**config.mk**
```make
export PLATFORM = sky130hd
export DESIGN_NAME = au_in_sched_flat
export DESIGN_NICKNAME = d
export VERILOG_FILES = /design/src/rtl/au_in_sched_pkg.sv /design/src/rtl/au_in_sched_if.sv /design/src/rtl/au_in_sched_rr_pick7.sv /design/src/rtl/au_in_sched.sv /design/src/flat_wrapper.sv
export SDC_FILE = /design/constraint.sdc
export NUM_CORES = 1
export LEC_CHECK = 0
export ABC_AREA = 1
export BUFFER_PORTS_ARGS = -buffer_cell sky130_fd_sc_hd__buf_2
export CORE_ASPECT_RATIO = 2
export CORE_MARGIN = 2
export CORE_UTILIZATION = 45
export CTS_CLUSTER_SIZE = 30
export DETAILED_ROUTE_END_ITERATION = 8
export PLACE_DENSITY = 0.68
export SLEW_MARGIN = 20
export SYNTH_ARGS = -nofsm -noshare
export SYNTH_HDL_FRONTEND = slang
export SYNTH_HIERARCHICAL = 1
export SYNTH_SLANG_ARGS = --single-unit
export TNS_END_PERCENT = 10
```
**constraint.sdc**
```tcl
create_clock -name clk_i -period 5.6 [get_ports clk_i]
set_input_delay 0.28 -clock clk_i [delete_from_list [all_inputs] [get_ports clk_i]]
set_output_delay 0.28 -clock clk_i [all_outputs]
set_load 0.05 [all_outputs]
```
**src/rtl/au_in_sched_pkg.sv**
```systemverilog
// Shared types and helpers for the AU input scheduler: source index type,
// result tag, FSM states and modulo-7 index arithmetic.
package au_in_sched_pkg;

  localparam int N_AU_SRC       = 7;
  localparam int AU_SEL_W       = 3;
  localparam int AU_LAT_DEFAULT = 4;

  typedef logic [AU_SEL_W-1:0] au_sel_t;
  typedef logic [N_AU_SRC-1:0] au_req_t;

  typedef struct packed {
    logic    valid;
    au_sel_t idx;
  } au_tag_t;

  typedef enum logic {
    IDLE,
    GRANT
  } au_state_t;

  // Adds two source indices and wraps the result back into 0..6.
  function automatic au_sel_t selWrapAdd(au_sel_t a, au_sel_t b);
    logic [AU_SEL_W:0] sum;
    sum = {1'b0, a} + {1'b0, b};
    if (sum >= (AU_SEL_W+1)'(N_AU_SRC)) begin
      sum = sum - (AU_SEL_W+1)'(N_AU_SRC);
    end
    return sum[AU_SEL_W-1:0];
  endfunction

  // Decodes a source index into its one-hot requester bit.
  function automatic au_req_t selOneHot(au_sel_t s);
    return au_req_t'(1) << s;
  endfunction

endpackage

```
**src/rtl/au_in_sched_if.sv**
```systemverilog
// Requester/AU-facing bundle of the scheduler. The master side (requesters
// and AU) drives requests, enable and ready; the slave side is the scheduler.
interface au_in_sched_if;
  import au_in_sched_pkg::*;

  logic    en;
  au_req_t req;
  logic    auReady;
  au_sel_t sel;
  logic    auValid;
  au_req_t ack;
  logic    resValid;
  au_sel_t resSel;
  au_req_t done;
  logic    busy;

  modport master (
    output en, req, auReady,
    input  sel, auValid, ack, resValid, resSel, done, busy
  );

  modport slave (
    input  en, req, auReady,
    output sel, auValid, ack, resValid, resSel, done, busy
  );

endinterface

```
**src/rtl/au_in_sched_rr_pick7.sv**
```systemverilog
// Rotating priority encoder over seven requesters: returns the first set
// request found searching from ptr upward, wrapping 6 back to 0.
module rr_pick7
  import au_in_sched_pkg::*;
(
  input  au_req_t req_i,
  input  au_sel_t ptr_i,
  output logic    any_o,
  output au_sel_t idx_o
);

  // Walk candidates from lowest to highest priority so the last hit wins.
  always_comb begin
    any_o = 1'b0;
    idx_o = '0;
    for (int k = N_AU_SRC-1; k >= 0; k--) begin
      if (req_i[selWrapAdd(ptr_i, au_sel_t'(k))]) begin
        any_o = 1'b1;
        idx_o = selWrapAdd(ptr_i, au_sel_t'(k));
      end
    end
  end

endmodule

```
**src/rtl/au_in_sched.sv**
```systemverilog
// Round-robin scheduler driving the AU input mux select. Holds the grant
// stable across the AU valid/ready handshake and tracks accepted operations
// through a fixed-latency tag pipeline so results return to their owner.
module au_in_sched
  import au_in_sched_pkg::*;
#(
  parameter int AU_LAT = AU_LAT_DEFAULT
) (
  input  logic         clk_i,
  input  logic         rst_n_i,
  au_in_sched_if.slave bus
);

  au_state_t state_q;
  au_sel_t   sel_q;
  au_sel_t   ptr_q;
  au_sel_t   ptr_d;
  au_sel_t   pickIdx;
  logic      auValid_q;
  logic      accept;
  logic      pickAny;
  logic      tagBusy;
  au_req_t   ack_q;
  au_req_t   maskedReq;
  au_tag_t   tagIn_d;
  au_tag_t   tagPipe_q [AU_LAT];

  // The operand being accepted must not win again in its own accept cycle.
  assign accept    = auValid_q & bus.auReady;
  assign maskedReq = accept ? (bus.req & ~selOneHot(sel_q)) : bus.req;
  assign ptr_d     = selWrapAdd(sel_q, au_sel_t'(1));

  assign tagIn_d.valid = accept;
  assign tagIn_d.idx   = accept ? sel_q : '0;

  rr_pick7 u_pick (
    .req_i (maskedReq),
    .ptr_i (ptr_q),
    .any_o (pickAny),
    .idx_o (pickIdx)
  );

  // Grant FSM: issues a select, holds it until accepted, chains grants with no bubble.
  always_ff @(posedge clk_i or negedge rst_n_i) begin
    if (!rst_n_i) begin
      state_q   <= IDLE;
      sel_q     <= '0;
      ptr_q     <= '0;
      auValid_q <= 1'b0;
      ack_q     <= '0;
    end else begin
      ack_q <= accept ? selOneHot(sel_q) : '0;
      case (state_q)
        IDLE: begin
          if (bus.en && pickAny) begin
            sel_q     <= pickIdx;
            auValid_q <= 1'b1;
            state_q   <= GRANT;
          end else begin
            auValid_q <= 1'b0;
          end
        end
        GRANT: begin
          if (accept) begin
            ptr_q <= ptr_d;
            if (bus.en && pickAny) begin
              sel_q <= pickIdx;
            end else begin
              auValid_q <= 1'b0;
              state_q   <= IDLE;
            end
          end
        end
        default: begin
          auValid_q <= 1'b0;
          state_q   <= IDLE;
        end
      endcase
    end
  end

  // Result-owner tags advance one stage per cycle; a reset discards them all.
  always_ff @(posedge clk_i or negedge rst_n_i) begin
    if (!rst_n_i) begin
      for (int i = 0; i < AU_LAT; i++) begin
        tagPipe_q[i] <= '0;
      end
    end else begin
      tagPipe_q[0] <= tagIn_d;
      for (int i = 1; i < AU_LAT; i++) begin
        tagPipe_q[i] <= tagPipe_q[i-1];
      end
    end
  end

  // Any valid tag anywhere in the pipeline means work is still in flight.
  always_comb begin
    tagBusy = 1'b0;
    for (int i = 0; i < AU_LAT; i++) begin
      tagBusy = tagBusy | tagPipe_q[i].valid;
    end
  end

  assign bus.sel      = sel_q;
  assign bus.auValid  = auValid_q;
  assign bus.ack      = ack_q;
  assign bus.resValid = tagPipe_q[AU_LAT-1].valid;
  assign bus.resSel   = tagPipe_q[AU_LAT-1].idx;
  assign bus.done     = tagPipe_q[AU_LAT-1].valid ? selOneHot(tagPipe_q[AU_LAT-1].idx) : '0;
  assign bus.busy     = (state_q == GRANT) | tagBusy;

endmodule

```
**src/flat_wrapper.sv**
```systemverilog
// flat-port wrapper written by rule: the top's interface ports become plain ports
module au_in_sched_flat import au_in_sched_pkg::*;
#(
  parameter int AU_LAT = AU_LAT_DEFAULT
)
  (clk_i, rst_n_i, bus_en, bus_req, bus_auReady, bus_sel, bus_auValid, bus_ack, bus_resValid, bus_resSel, bus_done, bus_busy);
  au_in_sched_if bus_i ();
  input  logic clk_i;
  input  logic rst_n_i;
  input wire logic [$bits(bus_i.en)-1:0] bus_en;
  input wire logic [$bits(bus_i.req)-1:0] bus_req;
  input wire logic [$bits(bus_i.auReady)-1:0] bus_auReady;
  output wire logic [$bits(bus_i.sel)-1:0] bus_sel;
  output wire logic [$bits(bus_i.auValid)-1:0] bus_auValid;
  output wire logic [$bits(bus_i.ack)-1:0] bus_ack;
  output wire logic [$bits(bus_i.resValid)-1:0] bus_resValid;
  output wire logic [$bits(bus_i.resSel)-1:0] bus_resSel;
  output wire logic [$bits(bus_i.done)-1:0] bus_done;
  output wire logic [$bits(bus_i.busy)-1:0] bus_busy;
  assign bus_i.en = bus_en;
  assign bus_i.req = bus_req;
  assign bus_i.auReady = bus_auReady;
  assign bus_sel = bus_i.sel;
  assign bus_auValid = bus_i.auValid;
  assign bus_ack = bus_i.ack;
  assign bus_resValid = bus_i.resValid;
  assign bus_resSel = bus_i.resSel;
  assign bus_done = bus_i.done;
  assign bus_busy = bus_i.busy;
  au_in_sched #(.AU_LAT(AU_LAT)) u_core (.clk_i(clk_i), .rst_n_i(rst_n_i), .bus(bus_i));
endmodule
```
==> Word-level counts from Yosys, hierarchy flattened <==
Cells that the tools add are included.
{ "op_classes": {"add_sub_neg": 15, "n_lt_le_gt_ge": 15, "eq_ne": 2, "shift": 2, "muxes": 49, "bitwise": 8, "n_reduce_logical": 3} }
{ "op_table": {"columns": ["operator", "n"], "rows": [
  ["$mux W3", 18],
  ["$ge A4 B3 Y1 const B", 7],
  ["$lt A3 B4 Y1 const B", 7],
  ["$sub A3 B3 Y3 const B", 8],
  ["$bmux W1 S3", 7],
  ["$mux W7", 3],
  ["$mux W1", 18],
  ["$shl A1 B3 Y7 const A", 2],
  ["$add A3 B3 Y4 const B", 3],
  ["$add A3 B1 Y4 const B", 2],
  ["$add A3 B2 Y4 const B", 2],
  ["$and A7 B7 Y7", 1],
  ["$not A7 Y7", 1],
  ["$pmux W3 S2", 1],
  ["$ne A2 B2 Y1 const B", 2],
  ["$or A1 B1 Y1", 4],
  ["$pmux W1 S2", 2],
  ["$reduce_and A2 Y1", 2],
  ["$ge A3 B3 Y1 const B", 1],
  ["$and A1 B1 Y1", 1],
  ["$logic_and A1 B1 Y1", 1],
  ["$not A1 Y1", 1]
]} }
{ "word_totals": {"regBits": 31, "inputBits": 11, "output_inout_bits": 23, "wordCells": 107} }

==> Longest topological paths before layout <==
Gate-level depths: netlist (run 1).
{ "depth": {"word_depth": 17, "ltp_mapped": 21, "mapped_depth_nobuf": 21} }

==> Cells and area by module <==
The synthesis (run 1) kept the hierarchy.
{ "modules_own_cells": {"columns": ["module", "n_inst", "cells_each", "area_per_inst_um2"], "rows": [
  ["rr_pick7", 1, 240, 1380.1],
  ["au_in_sched", 1, 128, 1265.0]
]} }

==> Worst setup path after synthesis (run 1) <==
Ideal clock, no wire load.
{ "synth_path": {"kind": "register -> register", "startpoint": "reg u_core.ptr_q[1]", "endpoint": "reg u_core.sel_q[2] (netlist: u_core/bus.sel[2])", "arrival_time_ps": 2712, "t_required_ps": 5534, "setup_slack_ps": 2823, "stages_incl_launch_ff": 17, "n_path_buf": 0, "period_less_slack_ps": 2777, "cell_sequence": "dfrtp_1 -> inv_1 -> ha_1 -> fa_1 -> o21ai_0 -> inv_1 -> o21ai_1 -> a21oi_1 -> o21ai_2 -> nand2_1 -> nor4_1 -> nand2_1 -> nand2_1 -> inv_1 -> nand2_1 -> nand2_1 -> nand2_1"} }
{ "synth_via": {"elab_chain_len": 16, "word_cells_on_any_way": 59} }
{ "synth_rtl": {"columns": ["item", "line", "rtl"], "rows": [
  ["from (decl)", "au_in_sched.sv:16", "au_sel_t ptr_q;"],
  ["from (signal assigned)", "au_in_sched.sv:65", "ptr_q <= ptr_d;"],
  ["$add A3 B3 Y4", "au_in_sched_pkg.sv:25", "sum = {1'b0, a} + {1'b0, b};"],
  ["$ge A4 B3 Y1 or $sub A3 B3 Y3 (tied branches)", "au_in_sched_pkg.sv:26, au_in_sched_pkg.sv:27", null],
  ["$mux W3", "au_in_sched_pkg.sv:26", "if (sum >= (AU_SEL_W+1)'(N_AU_SRC)) begin"],
  ["$bmux W1 S3", "au_in_sched_rr_pick7.sv:17", "if (req_i[selWrapAdd(ptr_i, au_sel_t'(k))]) begin"],
  ["$mux W1 (not written as such)", "au_in_sched_rr_pick7.sv:17", null],
  ["$mux W1 (6 in a row)", "au_in_sched_rr_pick7.sv:17", null],
  ["$mux W1 (*)", "au_in_sched_rr_pick7.sv:17", null],
  ["via u_core.pickAny", "au_in_sched.sv:21", "logic pickAny;"],
  ["$logic_and A1 B1 Y1 (*)", "au_in_sched.sv:55, au_in_sched.sv:66", null],
  ["$mux W3 (*)", "au_in_sched.sv:55, au_in_sched.sv:66", null],
  ["$mux W3", "au_in_sched.sv:64", "if (accept) begin"],
  ["$pmux W3 S2 (*)", "au_in_sched.sv:53", "case (state_q)"],
  ["to (signal assigned)", "au_in_sched.sv:56", "sel_q <= pickIdx;"],
  ["to (signal assigned)", "au_in_sched.sv:67", "sel_q <= pickIdx;"],
  ["to (decl)", "au_in_sched.sv:15", "au_sel_t sel_q;"]
]} }
The timed path passes the listed nets; every way through them passes the cells marked *. The select of a mux whose other input is x is not followed.
A chain may end at the register's enable or synchronous reset.

==> Final worst setup path (run 1) <==
{ "layout_path": {"startpoint": "reg u_core.ptr_q[0]", "endpoint": "reg u_core.sel_q[2] (netlist: u_core/bus.sel[2])"} }
The elaborated chain is that of the path after synthesis.

==> metrics.yaml, run 1 <==
floorplanning:
  die_x_um: 58.21
  start_util_pct: 46.33
  die-area_um2: 6544
  rows: 39
  design.core.area_um2: 5709
  ioPinCount: 34
  fp.dieH_um: 112.4
finish:
  drive_gt1_share_pct: 22.33
  syn2layout_area_growth_pct: 12.02
  multi_input_area_um2: 1573
  regArea_um2: 775.7
  layout.nets: 431
  num-fill-cells: 581
  antenna_cells: 0
  final_cells: 464
logic_synthesis:
  syn_avg_cell_area_um2: 7.188
  synthDominantCellAreaShare_pct: 29.33
  synthTopCellsByArea: "dfrtp_1 29%, nand2_1 14%, ha_1 7.6%"
  ys_ff_latch: 31
  synthDistinctLibCells: 37
  syn-num-nets: 397
  yosys.area.top_type: "dfrtp_1"
  synthArstFlopShare_pct: 100.0
  syn_area_um2: 2645
  synth.most_common_cell: "nand2_1"
  ys.flop_type: "dfrtp_1"
  synth-edff-count: 0
  syn-instance-count: 368
  ys_warn_count: 6
  ys_seq_area_share_pct: 29.33
  synthTopCellsByCount: "99 x nand2_1, 51 x inv_1, 34 x nand3_1"
global_routing:
  grt_pass1_wl_um: 11440
  grt_overflow: 0
  grt_max_degree: 32
  grt_use_total_pct: 23.48
  grt_pass1_vias: 2483
  antenna_found_initial: 0
route:
  ant_nets: 0
  wirelength_um: 6983
  first_iter_violations: 63
  routed_via_density: 5.287
  vias: 2453
  post_drt_wl_per_cell_um: 15.05
  drt_first_pass_iters: 4
  drcViolationCount: 0
cts:
  cts_inserted_buffers: 5
  cts_setup_buffers: 0
  hold_buffers: 0
  clkSlewWorstSetupHoldPaths_ns: 0.05
  htree_levels: 2
  insertion_delay_ns: 0.28
  cts_resized: 0
  clockBufferDepth: 2
  clock_sinks: 31
  cts_root_buf: "clkbuf_16"
  cts_tree: "yes"
setup_path:
  crit_cells: 16
  crit_family: "simple AND/OR/NAND/NOR gates"
  cp.buffers_inverters: 3
  reg2reg_setup_slack_ns: 2.19
  crit_path_frequent_cell: "nand2_1"
  endpoint: "u_core/bus.sel[2]"
  cp_slowest_stage_delay_ns: 0.52
  worstPathMaxFanout: 13
  cp-start-kind: "register"
  crit_start: "u_core/ptr_q[0]"
  rr_endpoint: "u_core/bus.sel[2]"
  end_kind: "register"
  critPathSlowestCell: "dfrtp_1"
  required_ns: 5.81
  crit_arrival_ns: 3.62
  r2r.worst_path.cells: 16
  crit_type: "register to register"
  crit_chain: "buf_4 > ha_1 > fa_1 > o21ai_0 > inv_1 > o21ai_1 > a21oi_1 > o21ai_2 > nand2_1 > nor4_1 > nand2_1 > nand2_1 > inv_1 > nand2_1 > nand2_1 > nand2_1"
  timing.rr.start: "u_core/ptr_q[0]"
placement:
  dpl.hpwl_um: 5733
  portBuffers: 33
  gp_congestion: 0.9702
  placedCellCount: 456
sta:
  setup_viol_count_final: 0
  finalClockSkew_ns: 0.002942
  fmaxAchievable_mhz: 293.3
  tightest_slew_ns: 0.6644
  finalMaxSlewViolations: 0
  rsz0062_at_grt: "no"
  tns_ns: 0
  fin_crit_sh_pct: 60.88
  relSlewSlack_pct: 55.70
  report.final.hold_viol_count: 0
  timing.hold.ws_ns: 0.03622
  fin_crit_ns: 3.409
worst_hold_path:
  hold_path_class: "primary input to async pin"
status:
  status: "finished, final reports clean"
job:
  maxCapViolations: 0
==> registers in the layout, indices dropped and copies added, names as in the netlist <==
name and flops:
u_core/bus.auValid 1, u_core/state_q 1, u_core/bus.resSel 3, u_core/ptr_q 3, u_core/bus.resValid 1, u_core/tagPipe_q 12, u_core/bus.sel 3, u_core/bus.ack 7
==> cells by family after synthesis <==
logic type / count (synthesis) / synth area share (%)
AND/OR/NAND/NOR: 187 / 33.49
XOR/XNOR: 3 / 1.987
AO/OA/AOI/OAI: 62 / 14.48
multiplexers: 1 / 0.4257
flip-flops: 31 / 29.33
buffers and inverters: 66 / 11.21
adder cells (fa/ha/maj): 18 / 9.082
==> worst min-delay path by stage <==
stage | start | to | slack, ns | cells after the start
floorplan | rst_n_i | u_core/bus.ack[0] | -0.02 | 0
global placement | u_core/tagPipe_q[6] | u_core/bus.resSel[2] | 0.33 | 0
detailed placement | u_core/tagPipe_q[9] | u_core/tagPipe_q[5] | 0.34 | 0
CTS | rst_n_i | u_core/bus.sel[1] | 0.05 | 1
global route | rst_n_i | u_core/state_q | 0.10 | 1
finish | rst_n_i | u_core/bus.auValid | 0.04 | 1
==> metal layers <==
| metal | vias up | share of wire, % | GRT usage, % |
|---|---|---|---|
| met2 | 68 | 57 | 42.12 |
| met4 | 0 | 7.5 | 22.33 |
| li1 | 1240 | - | - |
| met1 | 1113 | 33 | 21.33 |
| met5 | - | 0 | 0 |
| met3 | 32 | 2.4 | 2.535 |
==> through the flow <==
stage | instance area, um^2 | setup WS [ns] | util (%)
4_1_cts | 2963 | 2.233 | 51.90
3_3_place_gp | 2821 | 2.388 | 49.42
2_1_floorplan | 2645 | 2.823 | -
3_5_place_dp | 2821 | 2.251 | 49.42
6_report | 2963 | 2.191 | 51.90
5_1_grt | 2963 | 1.861 | 51.90
==> placed cells by master, fill, tap and decap left out, drive strengths merged, types with 2 or more instances in the layout <==
cell	instances
nand2	113
a21oi	19
xnor2	2
buf	34
o21bai	2
nor3	7
nor2	26
inv	59
dfrtp	31
fa	2
o21ai	32
ha	16
nand3	38
o211ai	4
clkbuf	6
==> final cells by class <==
| class | count | area share (%) |
|---|---|---|
| repair buffers | 34 | 5.828 |
| multi-input cells | 271 | 53.08 |
| clock inverters | 2 | 0.4223 |
| inverters | 59 | 7.559 |
| flip-flops and latches | 31 | 26.18 |
| well taps | 61 | 2.576 |
| clock buffers | 6 | 4.350 |
Power of run 1 is not shown: default switching activity piles up to over one toggle a cycle in this logic, so the estimate is an artifact.
==> inputs of run 2 (changes only) <==
--- a/config.mk
+++ b/config.mk
@@ -5,14 +5,14 @@
 export SDC_FILE = /design/constraint.sdc
 export NUM_CORES = 1
 export LEC_CHECK = 0
-export ABC_AREA = 1
+export ABC_AREA = 0
 export BUFFER_PORTS_ARGS = -buffer_cell sky130_fd_sc_hd__buf_2
 export CORE_ASPECT_RATIO = 2
 export CORE_MARGIN = 2
 export CORE_UTILIZATION = 45
 export CTS_CLUSTER_SIZE = 30
 export DETAILED_ROUTE_END_ITERATION = 8
-export PLACE_DENSITY = 0.68
+export PLACE_DENSITY = 0.67
 export SLEW_MARGIN = 20
 export SYNTH_ARGS = -nofsm -noshare
 export SYNTH_HDL_FRONTEND = slang
==> constraint.sdc (replaced) <==
create_clock -name clk_i -period 3.16 [get_ports clk_i]
set_input_delay 0.158 -clock clk_i [delete_from_list [all_inputs] [get_ports clk_i]]
set_output_delay 0.158 -clock clk_i [all_outputs]
set_load 0.05 [all_outputs]
==> run 2 against run 1 <==
  * The flow now finishes with violations (setup timing)
  * Die area rose by 6.5%
  * Synthesized cell count fell by 14%
  * Critical path depth fell by 4
  * Final cell count rose by 6.7%
  * Clock skew rose by 0.0034 ns
  * Setup slack got worse by 2.2 ns
  * Wire length rose by 43%
  * Core utilization rose by 13 points
  * Via count rose by 20%
  * Sequential share of layout area fell by 6.4 points
  * Area after synthesis rose by 6.9%
  * Global-route usage rose by 6.6 points
  * Critical path type unchanged
==> metrics.yaml, run 2 <==
floorplanning:
  die-area_um2: 6972
  die_x_um: 60.05
  start_util_pct: 46.69
  design.core.area_um2: 6056
  fp.dieH_um: 116.1
  rows: 40
  ioPinCount: 34
status:
  violations: "setup timing"
  status: "complete, but fails checks"
cts:
  cts_inserted_buffers: 5
  clkSlewWorstSetupHoldPaths_ns: 0.05
  cts_root_buf: "clkbuf_16"
  clock_sinks: 31
  htree_levels: 2
  clockBufferDepth: 2
  insertion_delay_ns: 0.28
  cts_tree: "yes"
logic_synthesis:
  ys_warn_count: 6
  syn_avg_cell_area_um2: 8.920
  yosys.area.top_type: "dfrtp_1"
  syn-num-nets: 346
  synth-edff-count: 0
  syn-instance-count: 317
  synthTopCellsByCount: "31 x dfrtp_1, 27 x nor2_1, 26 x nand2_1"
  synth.most_common_cell: "dfrtp_1"
  ys_seq_area_share_pct: 27.43
  synthTopCellsByArea: "dfrtp_1 27%, ha_1 7.1%, mux2i_1 6.7%"
  syn_area_um2: 2828
  synthArstFlopShare_pct: 100.0
  ys_ff_latch: 31
  ys.flop_type: "dfrtp_1"
  synthDominantCellAreaShare_pct: 27.43
  synthDistinctLibCells: 69
finish:
  layout_common_cells: "68 x buf_4, 33 x buf_2, 27 x dfrtp_1"
  layout.nets: 439
  antenna_cells: 0
  largest_reg_flops: 12
  syn2layout_area_growth_pct: 39.78
  mostFrequentLayoutCell: "buf_4"
  drive_gt1_share_pct: 44.53
  largest_register: "u_core/tagPipe_q"
global_routing:
  antenna_found_initial: 0
  grt_max_degree: 32
  grt_use_total_pct: 30.06
  grt_pass1_vias: 3076
  grt_pass1_wl_um: 15180
  grt_overflow: 0
sta:
  finalWorstSetupSlack_ns: -0.03903
  report.final.hold_viol_count: 0
  fin_crit_sh_pct: 101.2
  tightest_slew_ns: 0.6520
  fmaxAchievable_mhz: 312.6
  finalClockSkew_ns: 0.006391
  relSlewSlack_pct: 56.53
  tns_ns: -0.08608
  timing.hold.ws_ns: 0.2176
  rsz0062_at_grt: "yes"
  finalMaxSlewViolations: 0
  setup_viol_count_final: 3
  fin_crit_ns: 3.199
setup_path:
  critPathSlowestCell: "dfrtp_2"
  end_kind: "register"
  cp_slowest_stage_delay_ns: 0.41
  crit_type: "register to register"
  crit_arrival_ns: 3.41
  crit_chain: "ha_2 > inv_1 > ha_1 > xnor2_1 > mux2_4 > o2111ai_2 > nand2_1 > a2111oi_2 > mux2_1 > nor3_2 > o31ai_2 > mux2_4"
  cp-start-kind: "register"
  cp.buffers_inverters: 1
  crit_family: "compound AO/OA/AOI/OAI gates"
  crit_path_frequent_cell: "mux2_4"
  worstPathMaxFanout: 4
  required_ns: 3.37
pwr:
  p_per_area_nw_per_um2: 280.0
  swShare_pct: 22.52
  vdd_ir_drop_max_uv: 171.8
  power.leakage_nw: 1.886
  power.switching_mw: 0.2493
  combPwrFrac_pct: 13.5
  p_int_mw: 0.8574
  finalPower_mw: 1.107
  seq_power_share_pct: 36.2
  clkPwrFrac_pct: 50.4
placement:
  dpl.hpwl_um: 7475
  portBuffers: 33
  gp_congestion: 0.9324
route:
  first_iter_violations: 162
  vias: 2935
  post_drt_wl_per_cell_um: 20.16
  drcViolationCount: 0
  drt_first_pass_iters: 7
  wirelength_um: 9979
  routed_via_density: 5.929
  ant_nets: 0
job:
  maxCapViolations: 0
worst_hold_path:
  hold_path_class: "primary input to register"
==> run 2: cell count changes in the layout (fill, tap and decap cells not counted), sizes merged, moves of 4 or more <==
cell    change
o21ai      -17
a211oi      +4
buf        +72
a31oi       +5
xnor2       +4
nand3      -32
nand2      -86
and2        +7
nor2b      +11
inv        -45
mux2i      +20
mux2       +13
and3        +6
nand2b      +9
==> run 2: path summary, 6_finish.rpt <==
kind | to | slack [ns] | cells after the start | startpoint
setup / recovery | u_core/bus.sel[1] | -0.04 | 12 | u_core/ptr_q[1]
hold / removal | u_core/bus.ack[3] | 0.22 | 2 | bus_auReady
setup reg to reg | u_core/bus.sel[1] | -0.04 | 12 | u_core/ptr_q[1]
hold reg to reg | u_core/tagPipe_q[10] | 0.35 | 0 | u_core/tagPipe_q[14]
max in group asynchronous | u_core/bus.sel[0] | 2.24 | 2 | rst_n_i
min in group asynchronous | u_core/tagPipe_q[9] | 0.45 | 2 | rst_n_i
==> run 2: what timing repair did <==
action                                  in CTS  in global routing
hold buffers                                 1                  0
pin swaps                                    6                  8
endpoints found under the hold margin       31                  0
buffers inserted                             7                  3
gates cloned                                 0                  0
gates resized for setup                     23                 25
endpoints found under the setup margin       3                  5
==> run 2: stage by stage <==
step	setup slack (ns)	area, um^2	utilization (%)	instances
finish	-0.03903	3953	65.27	495
global route	-0.1336	3953	65.27	495
CTS	-0.007435	3819	63.06	492
detailed placement	-0.2699	3473	57.36	476
global placement	-0.2127	3473	57.36	476
floorplan	0.01438	2855	-	317
==> run 2: power by group through the flow <==
| stage | clock [mW] | combinational, mW | sequential, mW |
|---|---|---|---|
| 6_report | 0.557 | 0.149 | 0.400 |
| 2_1_floorplan | 0 | 0.0616 | 0.413 |
| 5_1_grt | 0.587 | 0.157 | 0.400 |
| 3_5_place_dp | 0 | 0.125 | 0.407 |
| 3_3_place_gp | 0 | 0.123 | 0.407 |
| 4_1_cts | 0.561 | 0.135 | 0.400 |
==> run 2: per-layer routing <==
metal	wire [um]	vias up	share of wire (%)	GRT usage (%)
met2	5510	144	55	56.52
met1	3043	1408	30	24.74
li1	-	1320	-	-
met3	382	63	3.8	2.879
met4	1042	0	10	29.33
met5	0	-	0	0
==> run 2: cells by family after synthesis <==
group                      Yosys count  share of synthesized area [%]
muxes                               37                          15.31
AOI/OAI and AO/OA                   71                          17.83
buffers and inverters               36                          6.415
and+or+nand+nor                    115                          21.20
xor gates and xnor gates             9                          3.319
DFF                                 31                          27.43
adders and majority gates           18                          8.496
==> run 2: final cells by class <==
type,count,area (um^2)
clock buffers,6,138.9
clock inverters,2,35.03
fillers,483,2103
inverters,15,58.81
multi-input cells,250,2083
flip-flops and latches,31,780.7
well taps,84,105.1
repair buffers,107,750.7
==> run 2: worst reg2reg max path, stage by stage (launching register included) <==
cell and delay, ns:
dfrtp_2 0.41, ha_2 0.20, inv_1 0.04, ha_1 0.29
xnor2_1 0.40, mux2_4 0.34, o2111ai_2 0.22, nand2_1 0.16
a2111oi_2 0.35, mux2_1 0.24, nor3_2 0.07, o31ai_2 0.24
mux2_4 0.18
(Power assumes the default switching activity.)
